File: config.mk
export PLATFORM = sky130hd
export DESIGN_NAME = ex1_stage_ctrl
export DESIGN_NICKNAME = d
export VERILOG_FILES = /design/src/rtl/ca_pipe_pkg.sv /design/src/rtl/sat_counter.sv /design/src/rtl/ex1_stage_ctrl.sv
export SDC_FILE = /design/constraint.sdc
export NUM_CORES = 1
export LEC_CHECK = 0
export ABC_AREA = 1
export BUFFER_PORTS_ARGS = -buffer_cell sky130_fd_sc_hd__buf_4
export CAP_MARGIN = 5
export CORE_UTILIZATION = 45
export CTS_BUF_LIST = sky130_fd_sc_hd__clkbuf_8 sky130_fd_sc_hd__clkbuf_16
export DETAILED_ROUTE_END_ITERATION = 10
export PLACE_DENSITY = 0.75
export SLEW_MARGIN = 20
export SYNTH_ARGS = -nofsm -noshare
export SYNTH_HDL_FRONTEND = slang
export SYNTH_SLANG_ARGS = --single-unit
File: constraint.sdc
create_clock -name CLK -period 2.1 [get_ports CLK]
set_input_delay 0.42 -clock CLK [delete_from_list [all_inputs] [get_ports CLK]]
set_output_delay 0.42 -clock CLK [all_outputs]
set_load 0.05 [all_outputs]
File: src/rtl/ca_pipe_pkg.sv
// Shared pipeline-control definitions: FSM state encoding and default widths.
package ca_pipe_pkg;

  // Default widths of the multi-cycle latency field and perf counter.
  localparam int unsigned CNT_W_DEF  = 6;
  localparam int unsigned PERF_W_DEF = 16;

  // Stage FSM encoding, fixed so other stages and debug views agree on it.
  localparam logic [1:0] IDLE = 2'd0;
  localparam logic [1:0] EXEC = 2'd1;
  localparam logic [1:0] DONE = 2'd2;

  typedef enum logic [1:0] {
    StIdle = IDLE,
    StExec = EXEC,
    StDone = DONE
  } stage_state_e;

endpackage

File: src/rtl/sat_counter.sv
// Saturating up-counter with synchronous clear. Shared by the per-stage perf counters.
module sat_counter #(
  parameter int unsigned W = 16
) (
  input  logic         clk,
  input  logic         clr,
  input  logic         inc,
  output logic [W-1:0] count
);

  logic [W-1:0] count_q;
  logic [W-1:0] count_d;
  logic         at_max;

  assign at_max = (count_q == {W{1'b1}});

  // Clear wins over increment; increment stops at all-ones.
  always_comb begin
    count_d = count_q;
    if (clr) begin
      count_d = '0;
    end else if (inc && !at_max) begin
      count_d = count_q + {{(W-1){1'b0}}, 1'b1};
    end
  end

  // Counter register.
  always_ff @(posedge clk) begin
    count_q <= count_d;
  end

  assign count = count_q;

endmodule

File: src/rtl/ex1_stage_ctrl.sv
// EX1 -> ME1 transfer controller: ACT strobe, ME1 bubble mask, multi-cycle hold,
// ID stall, flush kill and a saturating EX1 stall-cycle counter.
module ex1_stage_ctrl
  import ca_pipe_pkg::*;
#(
  parameter int unsigned CNT_W  = CNT_W_DEF,
  parameter int unsigned PERF_W = PERF_W_DEF
) (
  input  logic              CLK,
  input  logic              RST,
  input  logic              ex1_valid,
  input  logic              ex1_mc,
  input  logic [CNT_W-1:0]  ex1_mc_lat,
  input  logic              me1_ready,
  input  logic              flush,
  input  logic              perf_clr,
  output logic              ex1_act,
  output logic              me1_valid_mask,
  output logic              ex1_stall,
  output logic              mc_start,
  output logic [PERF_W-1:0] perf_stall_cnt
);

  localparam logic [CNT_W-1:0] LAT_ONE   = CNT_W'(1);
  localparam logic [CNT_W-1:0] LAT_TWO   = CNT_W'(2);
  localparam logic [CNT_W-1:0] LAT_THREE = CNT_W'(3);

  stage_state_e     state_q, state_d;
  logic [CNT_W-1:0] cnt_q, cnt_d;

  // A multi-cycle op needs at least two EX1 cycles; 0 and 1 behave as single-cycle.
  logic mc_entry;
  assign mc_entry = ex1_valid && ex1_mc && (ex1_mc_lat >= LAT_TWO);

  // Next state, latency counter and combinational stage outputs.
  always_comb begin
    state_d        = state_q;
    cnt_d          = cnt_q;
    me1_valid_mask = 1'b0;
    ex1_stall      = 1'b0;
    mc_start       = 1'b0;
    // ME1 advances whenever ready; the mask decides instruction or bubble.
    ex1_act        = me1_ready & ~RST;

    unique case (state_q)
      StIdle: begin
        if (mc_entry) begin
          mc_start  = 1'b1;
          ex1_stall = 1'b1;
          // Entry cycle and handoff cycle are not counted, hence lat - 2.
          cnt_d     = ex1_mc_lat - LAT_TWO;
          state_d   = (ex1_mc_lat >= LAT_THREE) ? StExec : StDone;
        end else if (ex1_valid) begin
          me1_valid_mask = me1_ready;
          ex1_stall      = ~me1_ready;
        end
      end
      StExec: begin
        ex1_stall = 1'b1;
        cnt_d     = cnt_q - LAT_ONE;
        // Decision on the pre-decrement value; <= also guards a stray zero.
        if (cnt_q <= LAT_ONE) begin
          state_d = StDone;
        end
      end
      StDone: begin
        if (me1_ready) begin
          me1_valid_mask = 1'b1;
          state_d        = StIdle;
        end else begin
          ex1_stall = 1'b1;
        end
      end
      default: begin
        state_d = StIdle;
        cnt_d   = '0;
      end
    endcase

    // Flush and reset kill the EX1 op this cycle and return to idle.
    if (flush || RST) begin
      me1_valid_mask = 1'b0;
      ex1_stall      = 1'b0;
      mc_start       = 1'b0;
      state_d        = StIdle;
      cnt_d          = '0;
    end
  end

  // FSM state and latency down-counter registers.
  always_ff @(posedge CLK) begin
    if (RST) begin
      state_q <= StIdle;
      cnt_q   <= '0;
    end else begin
      state_q <= state_d;
      cnt_q   <= cnt_d;
    end
  end

  // Stall-cycle perf counter; reset clears it like perf_clr does.
  sat_counter #(
    .W (PERF_W)
  ) u_perf_cnt (
    .clk   (CLK),
    .clr   (RST | perf_clr),
    .inc   (ex1_stall),
    .count (perf_stall_cnt)
  );

endmodule

==> reports/metrics.csv <==
metric,value,unit
outcome,completed,
synth_top_area_share,28.6,%
fin_cells,338,
antenna_found_initial,0,
fmax,516,MHz
dr.pass1.iters,4,
antenna_left,0,
grt_pass1_vias,1619,
path_clk_slew,0.08,ns
critPathKind,in -> out,
diodes,0,
drc_errors,0,
power_leakage,0.000837,uW
synth-adder-area-share,2.98,%
fin_nets,310,
drt_iter0_drc,109,
rrSetupSlack,0.28,ns
nFillCells,356,
cts_tree,yes,
vias_per_cell,5.33,
hold_violations,0,
final_cell_area,2050,um^2
endpoint_kind,output port,
synth_area_leaders,"dfxtp_1, nand2_1, nand4_1, inv_1, nor2_1",
cp_max_fo,6,
worstHoldStart,perf_clr,
row_count,21,
dp.cells,334,
required,1.68,ns
wl_met2,1870,um
layout_commonest_cell,nand2_1,
syn2layout_area_growth,21.9,%
seq_area_frac_synth,28.6,%
clock_tree.root_cell,clkbuf_8,
grt.overflow.total,0,
synth_nets,274,
arrival,1.52,ns
die_area,3990,um^2
reg2reg_from,u_perf_cnt.count[1],
wl_met3,165,um
cp-start-kind,input port,
place_area,1990,um^2
place_congestion,0.890,
p_per_area,468,nW/um^2
htree_levels,1,
synth_compound_area_share,14.9,%
grt_max_degree,19,
pin_count,33,
die_w,63.1,um
final_cell_mix,"nand2_1, buf_4, inv_1, nor2_1, dfxtp_1",
p_total,960,uW
die_height,63.1,um
synthesis.instances,257,
cts_sinks,24,
grt.total_usage,22.1,%
min_period_over_period,92.3,%
tightestPinTransition,0.630,ns
initial_core_util,48.5,%
setup_viol_count_final,0,
hold-worst-slack,0.411,ns
period_needed,1.94,ns
tns,0,ns
hpwl,3110,um
clock_skew,0.00128,ns
top_layer,met4,
grt_pass1_wl,7070,um
cts_made_buffers,3,
min_path_type,in -> reg,
routedWlPerCell,12.2,um
yosys_warnings,0,
post_cts_buffers,0,
synthMuxAreaShare,0,%
synth-xor-area-share,4.69,%
io_buffer_count,32,
netlist-cell-type-count,30,
synth_top_family_by_area,simple AND/OR/NAND/NOR gates,
num_vias,1801,
drv_cap,0,
netlist_area,1680,um^2
drive_above_1_share,21.9,%
yosys.area_share.simple,39.7,%
slew_violations,0,
slew_headroom,58.0,%
synth-seq-cells,24,
wl,4130,um
clk_path_buf_depth,2,
synth_top_area_cell,dfxtp_1,
core,3470,um^2
peakVddDrop,312,uV
postSynthAreaPerCell,6.54,um^2
rsz0062_at_grt,no,
worstSetupStartpoint,ex1_mc_lat[3],
wl_met1,2070,um
clk_latency,0.27,ns
flip-flops by register name (all words and copies together) (netlist names):
| signal | cells |
|---|---|
| state_q | 2 |
| u_perf_cnt.count | 16 |
| cnt_q | 6 |
worst max-delay path: stages:
cell     delay [ns]
buf_4          0.12
nor2_2         0.16
nand3_1        0.12
nand2_1        0.12
nand2_1        0.08
nand2_1        0.09
inv_1          0.11
nor2_2         0.09
buf_4          0.20
cells in the mapped netlist:
master / n
clkbuf_1: 3
nor2_1: 30
o2111ai_1: 1
o31ai_1: 1
nand2_2: 3
nor2_2: 2
o22ai_1: 4
inv_1: 30
buf_2: 2
nor3_1: 2
a211oi_1: 1
nand4_1: 20
nand3_1: 17
xnor2_1: 3
xor2_1: 6
nand2_1: 62
clkinv_2: 1
nor2_4: 1
nor3b_1: 2
a21oi_1: 12
o21ai_0: 10
a31oi_1: 2
buf_6: 1
inv_2: 1
ha_1: 4
or2_2: 1
nand4_4: 1
dfxtp_1: 24
nand3_4: 1
a21oi_2: 9
metrics by stage:
| stage | worst slack [ns] | utilization (%) |
|---|---|---|
| finish | 0.161 | 59.1 |
| global route | 0.0622 | 59.1 |
| CTS | 0.109 | 59.0 |
| detailed placement | 0.161 | 57.4 |
| global placement | 0.205 | 57.4 |
| floorplan | 0.0499 | - |
logic make-up (layout without fill, tap and decap cells):
family | count (synthesis) | in the layout
flip-flops | 24 | 24
buffers and inverters | 38 | 73
XOR/XNOR | 9 | 9
AO/OA/AOI/OAI | 40 | 40
adder cells (fa/ha/maj) | 4 | 4
AND/OR/NAND/NOR | 142 | 142
area by class of cell:
type                    count  area, um^2  area share, %
multi-input cells         195        1060           51.6
repair buffers             37         278           13.6
inverters                  32         121           5.92
flip-flops and latches     24         480           23.4
clock buffers               4        55.1           2.69
well taps                  46        57.6           2.81
what timing repair did:
action                                  4_1_cts  5_1_grt
hold buffers                                  0        0
endpoints found under the setup margin        0        1
gates resized for setup                       0        1
report_power, final:
part,switching [uW],internal [uW],leakage [uW]
registers,7.54,463,0.000194
clock network,150,168,0.0000288
logic,110,62.3,0.000614
total,268,692,0.000837
routing by layer:
layer	vias to the layer above	GRT usage [%]
met3	2	3.99
met4	0	6.40
met5	-	0
met1	826	29.5
met2	39	35.9
li1	934	-
worst paths after layout:
kind / cells past startpoint / end
setup / recovery: 9 / me1_valid_mask
hold / removal: 4 / u_perf_cnt.count[1]
setup reg to reg: 9 / u_perf_cnt.count[8]
hold reg to reg: 2 / cnt_q[1]
Power figures use the tool's default switching activity.
